$ cat src/rtl/ysyx_25020047_wbu_pipe.sv
`default_nettype none
// ============================================================================
// Module   : ysyx_25020047_wbu_pipe
// Purpose  : Handshaked write-back stage between EXU/LSU and the register
//            file / IFU. Accepts one retiring instruction per transfer and
//            waits for load data when the instruction is a load. It performs
//            byte/half extraction and extension, writes the GPR, issues the
//            next PC and counts retired instructions.
// Ports    : clk, rst                     clock / synchronous active-high reset
//            in_*_i, in_ready_o           upstream instruction handshake+fields
//            mem_rvalid_i/rdata_i/rerr_i  load data return
//            rf_wen_o/waddr_o/wdata_o     GPR write port (single-cycle strobe)
//            npc_valid_o/ready_i, npc_o   next-PC handshake to the IFU
//            ld_fault_o                   pulse at commit of a faulted load
//            retire_cnt_o                 committed instruction count
// Revision : 1.0 - initial release
// ============================================================================
module ysyx_25020047_wbu_pipe #(
  parameter  int XLEN   = 32,
  parameter  int NR_REG = 32,
  parameter  int CNT_W  = 64,
  localparam int AW     = $clog2(NR_REG)
) (
  input  logic             clk,
  input  logic             rst,
  input  logic             in_valid_i,
  output logic             in_ready_o,
  input  logic [2:0]       in_wb_sel_i,
  input  logic [1:0]       in_pc_sel_i,
  input  logic [AW-1:0]    in_rd_i,
  input  logic [XLEN-1:0]  in_result_i,
  input  logic [XLEN-1:0]  in_snpc_i,
  input  logic [XLEN-1:0]  in_csr_rdata_i,
  input  logic [XLEN-1:0]  in_mtvec_i,
  input  logic [XLEN-1:0]  in_mepc_i,
  input  logic [1:0]       in_ld_size_i,
  input  logic             in_ld_unsigned_i,
  input  logic [1:0]       in_ld_off_i,
  input  logic             mem_rvalid_i,
  input  logic [31:0]      mem_rdata_i,
  input  logic             mem_rerr_i,
  output logic             rf_wen_o,
  output logic [AW-1:0]    rf_waddr_o,
  output logic [XLEN-1:0]  rf_wdata_o,
  output logic             npc_valid_o,
  input  logic             npc_ready_i,
  output logic [XLEN-1:0]  npc_o,
  output logic             ld_fault_o,
  output logic [CNT_W-1:0] retire_cnt_o
);

  localparam logic [2:0] WB_ALU  = 3'd1;
  localparam logic [2:0] WB_LINK = 3'd2;
  localparam logic [2:0] WB_LOAD = 3'd3;
  localparam logic [2:0] WB_CSR  = 3'd4;

  localparam logic [1:0] PC_SEQ   = 2'd0;
  localparam logic [1:0] PC_ALU   = 2'd1;
  localparam logic [1:0] PC_MTVEC = 2'd2;

  typedef enum logic [1:0] {
    IDLE     = 2'd0,
    WAIT_MEM = 2'd1,
    COMMIT   = 2'd2
  } state_e;

  state_e            state_q, state_d;

  // Captured instruction fields
  logic [2:0]        wb_sel_q;
  logic [1:0]        pc_sel_q;
  logic [AW-1:0]     rd_q;
  logic [XLEN-1:0]   result_q;
  logic [XLEN-1:0]   snpc_q;
  logic [XLEN-1:0]   csr_rdata_q;
  logic [XLEN-1:0]   mtvec_q;
  logic [XLEN-1:0]   mepc_q;
  logic [1:0]        ld_size_q;
  logic              ld_uns_q;
  logic [1:0]        ld_off_q;

  // Load return, already extended
  logic [XLEN-1:0]   ld_data_q;
  logic              ld_err_q;

  // Last GPR write, held on the write port between strobes
  logic [AW-1:0]     waddr_q;
  logic [XLEN-1:0]   wdata_q;

  logic [CNT_W-1:0]  retire_cnt_q;

  logic              w_accept;
  logic              w_commit;
  logic              w_fault;
  logic              w_wb_en;
  logic              w_rf_wen;
  logic [XLEN-1:0]   w_wdata;
  logic [XLEN-1:0]   w_npc;
  logic [7:0]        w_byte;
  logic [15:0]       w_half;
  logic [XLEN-1:0]   w_ld_ext;

  assign in_ready_o = (state_q == IDLE) || ((state_q == COMMIT) && npc_ready_i);
  assign w_accept   = in_valid_i && in_ready_o;
  assign w_commit   = (state_q == COMMIT) && npc_ready_i;
  assign w_fault    = (wb_sel_q == WB_LOAD) && ld_err_q;
  // Encodings 5-7 behave as NONE
  assign w_wb_en    = (wb_sel_q != 3'd0) && (wb_sel_q <= WB_CSR);
  assign w_rf_wen   = w_commit && w_wb_en && (rd_q != '0) && !w_fault;

  // Next-state logic
  always_comb begin
    state_d = state_q;
    case (state_q)
      IDLE: begin
        if (w_accept) begin
          state_d = (in_wb_sel_i == WB_LOAD) ? WAIT_MEM : COMMIT;
        end
      end
      WAIT_MEM: begin
        if (mem_rvalid_i) begin
          state_d = COMMIT;
        end
      end
      COMMIT: begin
        if (npc_ready_i) begin
          if (w_accept) begin
            state_d = (in_wb_sel_i == WB_LOAD) ? WAIT_MEM : COMMIT;
          end else begin
            state_d = IDLE;
          end
        end
      end
      default: state_d = IDLE;
    endcase
  end

  // Load extraction: the half select uses only off[1]
  always_comb begin
    w_byte = mem_rdata_i[7:0];
    case (ld_off_q)
      2'd0:    w_byte = mem_rdata_i[7:0];
      2'd1:    w_byte = mem_rdata_i[15:8];
      2'd2:    w_byte = mem_rdata_i[23:16];
      default: w_byte = mem_rdata_i[31:24];
    endcase
    w_half = ld_off_q[1] ? mem_rdata_i[31:16] : mem_rdata_i[15:0];

    w_ld_ext = '0;
    case (ld_size_q)
      2'd0:    w_ld_ext = ld_uns_q ? XLEN'(w_byte) : XLEN'($signed(w_byte));
      2'd1:    w_ld_ext = ld_uns_q ? XLEN'(w_half) : XLEN'($signed(w_half));
      default: w_ld_ext = ld_uns_q ? XLEN'(mem_rdata_i) : XLEN'($signed(mem_rdata_i));
    endcase
  end

  // Write-back data and next-PC selection
  always_comb begin
    w_wdata = result_q;
    case (wb_sel_q)
      WB_ALU:  w_wdata = result_q;
      WB_LINK: w_wdata = snpc_q;
      WB_LOAD: w_wdata = ld_data_q;
      WB_CSR:  w_wdata = csr_rdata_q;
      default: w_wdata = result_q;
    endcase

    w_npc = snpc_q;
    if (w_fault) begin
      w_npc = mtvec_q;
    end else begin
      case (pc_sel_q)
        PC_SEQ:   w_npc = snpc_q;
        PC_ALU:   w_npc = result_q;
        PC_MTVEC: w_npc = mtvec_q;
        default:  w_npc = mepc_q;
      endcase
    end
  end

  always_ff @(posedge clk) begin
    if (rst) begin
      state_q      <= IDLE;
      wb_sel_q     <= '0;
      pc_sel_q     <= '0;
      rd_q         <= '0;
      result_q     <= '0;
      snpc_q       <= '0;
      csr_rdata_q  <= '0;
      mtvec_q      <= '0;
      mepc_q       <= '0;
      ld_size_q    <= '0;
      ld_uns_q     <= 1'b0;
      ld_off_q     <= '0;
      ld_data_q    <= '0;
      ld_err_q     <= 1'b0;
      waddr_q      <= '0;
      wdata_q      <= '0;
      retire_cnt_q <= '0;
    end else begin
      state_q <= state_d;

      if (w_accept) begin
        wb_sel_q    <= in_wb_sel_i;
        pc_sel_q    <= in_pc_sel_i;
        rd_q        <= in_rd_i;
        result_q    <= in_result_i;
        snpc_q      <= in_snpc_i;
        csr_rdata_q <= in_csr_rdata_i;
        mtvec_q     <= in_mtvec_i;
        mepc_q      <= in_mepc_i;
        ld_size_q   <= in_ld_size_i;
        ld_uns_q    <= in_ld_unsigned_i;
        ld_off_q    <= in_ld_off_i;
        // A stale error from a previous load must not fault this one
        ld_err_q    <= 1'b0;
      end

      // Accept can never coincide with WAIT_MEM, so no priority conflict here
      if ((state_q == WAIT_MEM) && mem_rvalid_i) begin
        ld_data_q <= w_ld_ext;
        ld_err_q  <= mem_rerr_i;
      end

      if (w_rf_wen) begin
        waddr_q <= rd_q;
        wdata_q <= w_wdata;
      end

      if (w_commit) begin
        retire_cnt_q <= retire_cnt_q + CNT_W'(1);
      end
    end
  end

  assign npc_valid_o  = (state_q == COMMIT);
  assign npc_o        = w_npc;
  assign rf_wen_o     = w_rf_wen;
  // Write port shows the live value in the commit cycle, otherwise the last write
  assign rf_waddr_o   = w_rf_wen ? rd_q : waddr_q;
  assign rf_wdata_o   = w_rf_wen ? w_wdata : wdata_q;
  assign ld_fault_o   = w_commit && w_fault;
  assign retire_cnt_o = retire_cnt_q;

endmodule
`default_nettype wire
$ cat config.mk
export PLATFORM = sky130hd
export DESIGN_NAME = ysyx_25020047_wbu_pipe
export DESIGN_NICKNAME = d
export VERILOG_FILES = /design/src/rtl/ysyx_25020047_wbu_pipe.sv
export SDC_FILE = /design/constraint.sdc
export NUM_CORES = 1
export LEC_CHECK = 0
export CORE_ASPECT_RATIO = 1.75
export CORE_MARGIN = 2
export CORE_UTILIZATION = 45
export DETAILED_ROUTE_END_ITERATION = 10
export GPL_TIMING_DRIVEN = 0
export PLACE_DENSITY_LB_ADDON = 0.05
export SLEW_MARGIN = 20
export SYNTH_ARGS = -nofsm -noshare
export SYNTH_HDL_FRONTEND = slang
export SYNTH_SLANG_ARGS = --single-unit
$ cat constraint.sdc
create_clock -name clk -period 4.94 [get_ports clk]
set_clock_uncertainty 0.1 [all_clocks]
set_input_delay 1.235 -clock clk [delete_from_list [all_inputs] [get_ports clk]]
set_output_delay 1.235 -clock clk [all_outputs]
set_load 0.005 [all_outputs]
# Word-level counts from Yosys, hierarchy flattened

Cells that the tools add are included.

Input bits: 213
Output and inout port bits: 137
Register bits: 311
Word-level logic and storage cells: 70

$add $sub $neg: 1
Multiplexer cells: 18
Reductions and logical operators: 19
Magnitude comparators: 1
Equality and inequality tests: 14

Operator list:

| kind                  | number |
|---|---|
| $pmux 32 s3           | 2 |
| $mux 32               | 4 |
| $add 64x1->64 const B | 1 |
| $pmux 32 s2           | 1 |
| $pmux 8 s3            | 1 |
| $mux 16               | 1 |
| $mux 2                | 5 |
| $eq 3x2->1 const B    | 3 |
| $logic_and 1x1->1     | 9 |
| $eq 2x1->1 const B    | 4 |
| $logic_not 2->1       | 4 |
| $eq 2x2->1 const B    | 3 |
| $pmux 2 s3            | 1 |
| $mux 5                | 1 |
| $reduce_bool 5->1     | 1 |
| $ne 2x2->1 const B    | 2 |
| $eq 3x3->1 const B    | 1 |
| $le 3x3->1 const B    | 1 |
| $reduce_and 3->1      | 1 |
| $reduce_bool 3->1     | 1 |
| $mux 1                | 2 |
| $ne 2x1->1 const B    | 1 |
| $reduce_bool 2->1     | 1 |
| $logic_not 1->1       | 1 |
| $logic_or 1x1->1      | 1 |

# Longest topological paths before layout

Depth in word-level cells: 7
Mapped depth: 10
Mapped depth without buffers: 6

# Worst setup path after synthesis

Ideal clock, no wire load.

Path kind: register to output
From: reg wb_sel_q[0]
To: out rf_wdata_o[10]
Stages on the path, launching flop included: 9
Data required time: 3.605 ns
Data arrival time: 2.442 ns
Path buffers: 4
Setup slack: 1.163 ns
Cell sequence: dfxtp_1 > clkbuf_1 > buf_1 > nor2_1 > ha_1 > a2111o_1 > clkbuf_1 > clkbuf_1 > o31ai_1

Cells in the longest elaborated chain, start to end: 6
Elaborated cells on any way between the ends: 13
Those cells by class: order compare: 1; eq/ne: 3; mux: 2; reduce/logical: 7

RTL lines:

| what                                            | RTL line | RTL |
|---|---|---|
| start, declared                                 | 70       | `logic [2:0] wb_sel_q;` |
| start signal, assigned                          | 204      | `wb_sel_q <= in_wb_sel_i;` |
| $le 3x3->1 or $reduce_bool 3->1 (tied branches) | 108      | `assign w_wb_en = (wb_sel_q != 3'd0) && (wb_sel_q <= WB_CSR);` |
| $logic_and 1x1->1                               | 108      |  |
| $logic_and 1x1->1 (3 in series)                 | 109      | `assign w_rf_wen = w_commit && w_wb_en && (rd_q != '0) && !w_fault;` |
| $mux 32 (*)                                     | n/a      |  |
| end, declared                                   | 44       | `output logic [XLEN-1:0] rf_wdata_o,` |

Mark *: on every way between the ends. The rest lies on a longest branch, timed or not.

# Final worst setup path

From: reg wb_sel_q[0]
To: out rf_wdata_o[1]

The elaborated chain is that of the path after synthesis.

==> metrics.md <==
| Metric | Value |
|---|---|
| Avg WL per Cell | 21.98 µm |
| Netlist cell types | 57 |
| Worst Tran Pin Value | 1127 ps |
| Layout cells sized above 1 | 5.340% |
| Slew headroom | 24.86% |
| Worst hold path depth | 2 |
| Fin. max-slew vios | 0 |
| Die area | 33810 µm² |
| Worst hold start | mepc_q[11] |
| Post-synth top area cell | dfxtp_1 |
| Routability Congestion | 0.9895 |
| R2r startpoint | state_q[1] |
| Ys Warns | 0 |
| Final core utilization | 62.20% |
| Share of the synthesized area in the top cell type | 42.83% |
| Initial Utilization | 45.42% |
| Routed Antenna Nets | 0 |
| Number of synthesized flops with an enable pin | 0 |
| Ys async rst share | 0% |
| Critical path type | flip-flop to primary output |
| Max VDD drop | 0.0003144 V |
| Status | finished clean |
| Largest net degree at the start of global routing | 16 |
| Grt total ovfl | 0 |
| Synthesized area | 14540 µm² |
| Final Setup Violations | 0 |
| Die height | 241.8 µm |
| Top post-synthesis cells by area | dfxtp_1, nand2_1, a21oi_1 |
| Min cycle time layout | 4849 ps |
| Cts bufs inserted | 30 |
| Power Density | 320.0 nW/µm² |
| CP Capture Type | primary output |
| Share of synthesized area spent on multiplexers | 4.588% |
| Max Cap Viol | 0 |
| R2R cell count | 9 |
| Synth Instances | 1936 |
| RSZ-0062 raised after global routing | no |
| All-Layer GR Usage | 34.42% |
| Residual DRC count | 0 |
| Clk_lat worst skew | 580 ps |
| Post-Layout Inst Area | 19910 µm² |
| Synth Flop Type | dfxtp_1 |
| Std-Cell Rows | 87 |
| Layout area overhead | 36.95% |
| Port Buffers | 349 |
| Sw Ratio | 26.49% |
| Placed inst area | 18530 µm² |
| DR vias | 15.74k |
| Top-count cell post-synth | nand2_1 |
| Core footprint | 32000 µm² |
| Post-DR vias/cell | 5.741 |
| Leakage | 0.006768 µW |
| Fmax | 206.2 MHz |
| Min-delay worst type | flip-flop to flip-flop |
| Startpoint types | flip-flop |
| Die Width | 139.9 µm |
| Sw Pwr | 1687 µW |
| Root buf cell | clkbuf_16 |
| Post-synthesis adder-cell area fraction | 0.1722% |
| Final net count | 2532 |
| Simple-gate share of the synthesized area | 25.82% |
| Synth Area in Compound Gates | 20.12% |
| Ratio of final minimum period to clock period | 98.17% |
| Synth top cells by count | nand2_1, a21oi_1, dfxtp_1 |
| Worst Hold End | mepc_q[11] |
| # H-tree levels | 1 |
| Crit Reg-Reg Endpoint | csr_rdata_q[1] |
| Flop-to-flop setup slack | 1660 ps |
| Initial antenna violation count | 4 |
| P_int | 4683 µW |
| First-pass GRT wire length | 90.05 mm |
| Final WL | 60.28 mm |
| Clock transition time at the flip-flop clock pins of the worst setup and hold paths | 70 ps |
| Syn_area_per_cell | 7.508 µm² |
| Initial DRC count | 1044 |
| Dpl hpwl | 47.51 mm |
| Synth Net Count | 2151 |
| Clock share of power | 43.1% |
| Flop pwr share | 42.2% |
| Vias in the first global route | 15.89k |
| Clock sink total | 311 |
| Combinational family with the most area after synthesis | simple AND/OR/NAND/NOR gates |
| Post-Synth XOR/XNOR Area | 1.928% |
| Worst endpoint required time | 3610 ps |
| Combinational cell fraction of total power | 14.7% |
| Post-synthesis register bit count | 311 |
| Final number of hold-violating endpoints | 0 |
| CP Max Fanout | 10 |
| IO Pins | 350 |
| Crit path arrival time | 3510 ps |
| Maximum root-to-sink buffer count | 3 |
| Register area share after synthesis | 42.83% |
| DR pass1 iterations | 6 |
| CTS tree | done |
==> power by group through the flow <==
stage,combinational (µW),clock [µW],sequential [µW]
3_5_place_dp,910,0,2740
5_1_grt,1010,2850,2690
4_1_cts,931,2760,2680
6_report,939,2750,2690
3_3_place_gp,904,0,2730
2_1_floorplan,446,0,2700
==> timing repair <==
item	4_1_cts	5_1_grt
hold buffers	0	0
setup endpoints to repair	47	21
pin swaps	2	1
gates resized for setup	42	2
setup buffers	2	0
==> cell families (layout without fill, tap and decap cells) <==
family,Yosys count,count (layout)
mux,63,63
fa+ha+maj,2,2
simple gates,836,836
compound gates,520,520
buf+inv,172,577
xor+xnor,32,32
other cells,0,1
flops,311,311
==> registers in the layout, indices dropped and copies added (netlist names), 3 cells and up <==
signal	flops
rd_q	5
result_q	32
mtvec_q	32
wdata_q	32
retire_cnt_o	64
csr_rdata_q	32
waddr_q	5
snpc_q	32
ld_data_q	32
wb_sel_q	3
mepc_q	32
==> worst max path at each step <==
stage	start	slack, ps	to	cells past startpoint
floorplan	wb_sel_q[0]	1160	rf_wdata_o[10]	8
global placement	npc_ready_i	-910	rf_wdata_o[29]	7
detailed placement	npc_ready_i	-890	rf_wdata_o[9]	7
CTS	npc_ready_i	0.8	rf_wdata_o[29]	6
global route	wb_sel_q[0]	9	rf_wdata_o[30]	7
finish	wb_sel_q[0]	90	rf_wdata_o[1]	7
==> stage by stage <==
step / cells / setup TNS, ps / power [µW] / worst slack (ps) / hold slack [ps]
finish: 2742 / 0 / 6370 / 90.59 / 355.6
global route: 2741 / 0 / 6553 / 9.454 / 369.8
CTS: 2741 / 0 / 6371 / 0.8191 / 351.7
detailed placement: 2685 / -27250 / 3647 / -895.0 / 343.1
global placement: 2685 / -27980 / 3638 / -913.1 / 339.8
floorplan: 1936 / 0 / 3151 / 1163 / 331.2
==> area by class of cell <==
| class | instances | area, µm² |
|---|---|---|
| fillers | 3003 | 12100 |
| multi-input cells | 1453 | 7810 |
| flip-flops and latches | 311 | 6227 |
| repair buffers | 351 | 3503 |
| clock buffers | 35 | 819.5 |
| plain buffers | 151 | 610.6 |
| well taps | 400 | 500.5 |
| clock inverters | 21 | 360.3 |
| inverters | 19 | 71.32 |
| diodes | 1 | 2.502 |
==> cell usage in the layout (no fill, tap or decap), types with 22 or more instances in the layout <==
cell | synthesis | layout
a21oi_1 | 329 | 329
nand2_1 | 487 | 487
o21ai_0 | 56 | 56
mux2i_1 | 34 | 34
clkbuf_16 | 0 | 30
a211oi_1 | 27 | 27
nor2_1 | 100 | 100
nand3_1 | 34 | 34
nor2b_1 | 48 | 48
dfxtp_1 | 311 | 310
xnor2_1 | 22 | 22
nor3_1 | 45 | 45
mux2_2 | 27 | 27
o31ai_1 | 46 | 23
clkdlybuf4s50_1 | 0 | 348
clkbuf_1 | 138 | 133
==> per-layer routing <==
layer  share of wire, %  wire length (µm)  vias to the layer above  track usage (%)
li1                   -                 -                     7462                -
met3                5.9              3563                      242            5.129
met5              0.066                40                        -                0
met1                 34             20210                     7352            34.20
met4                8.9              5370                        6            26.41
met2                 52             31090                      679            63.19
==> worst max-delay path, stage by stage (launching register included) <==
cell             delay [ps]
dfxtp_2                 490
clkbuf_4                320
nor2_1                   80
ha_1                    270
a2111o_2                530
buf_4                   260
o31ai_1                 320
clkdlybuf4s50_1         660
(Power assumes the default switching activity.)
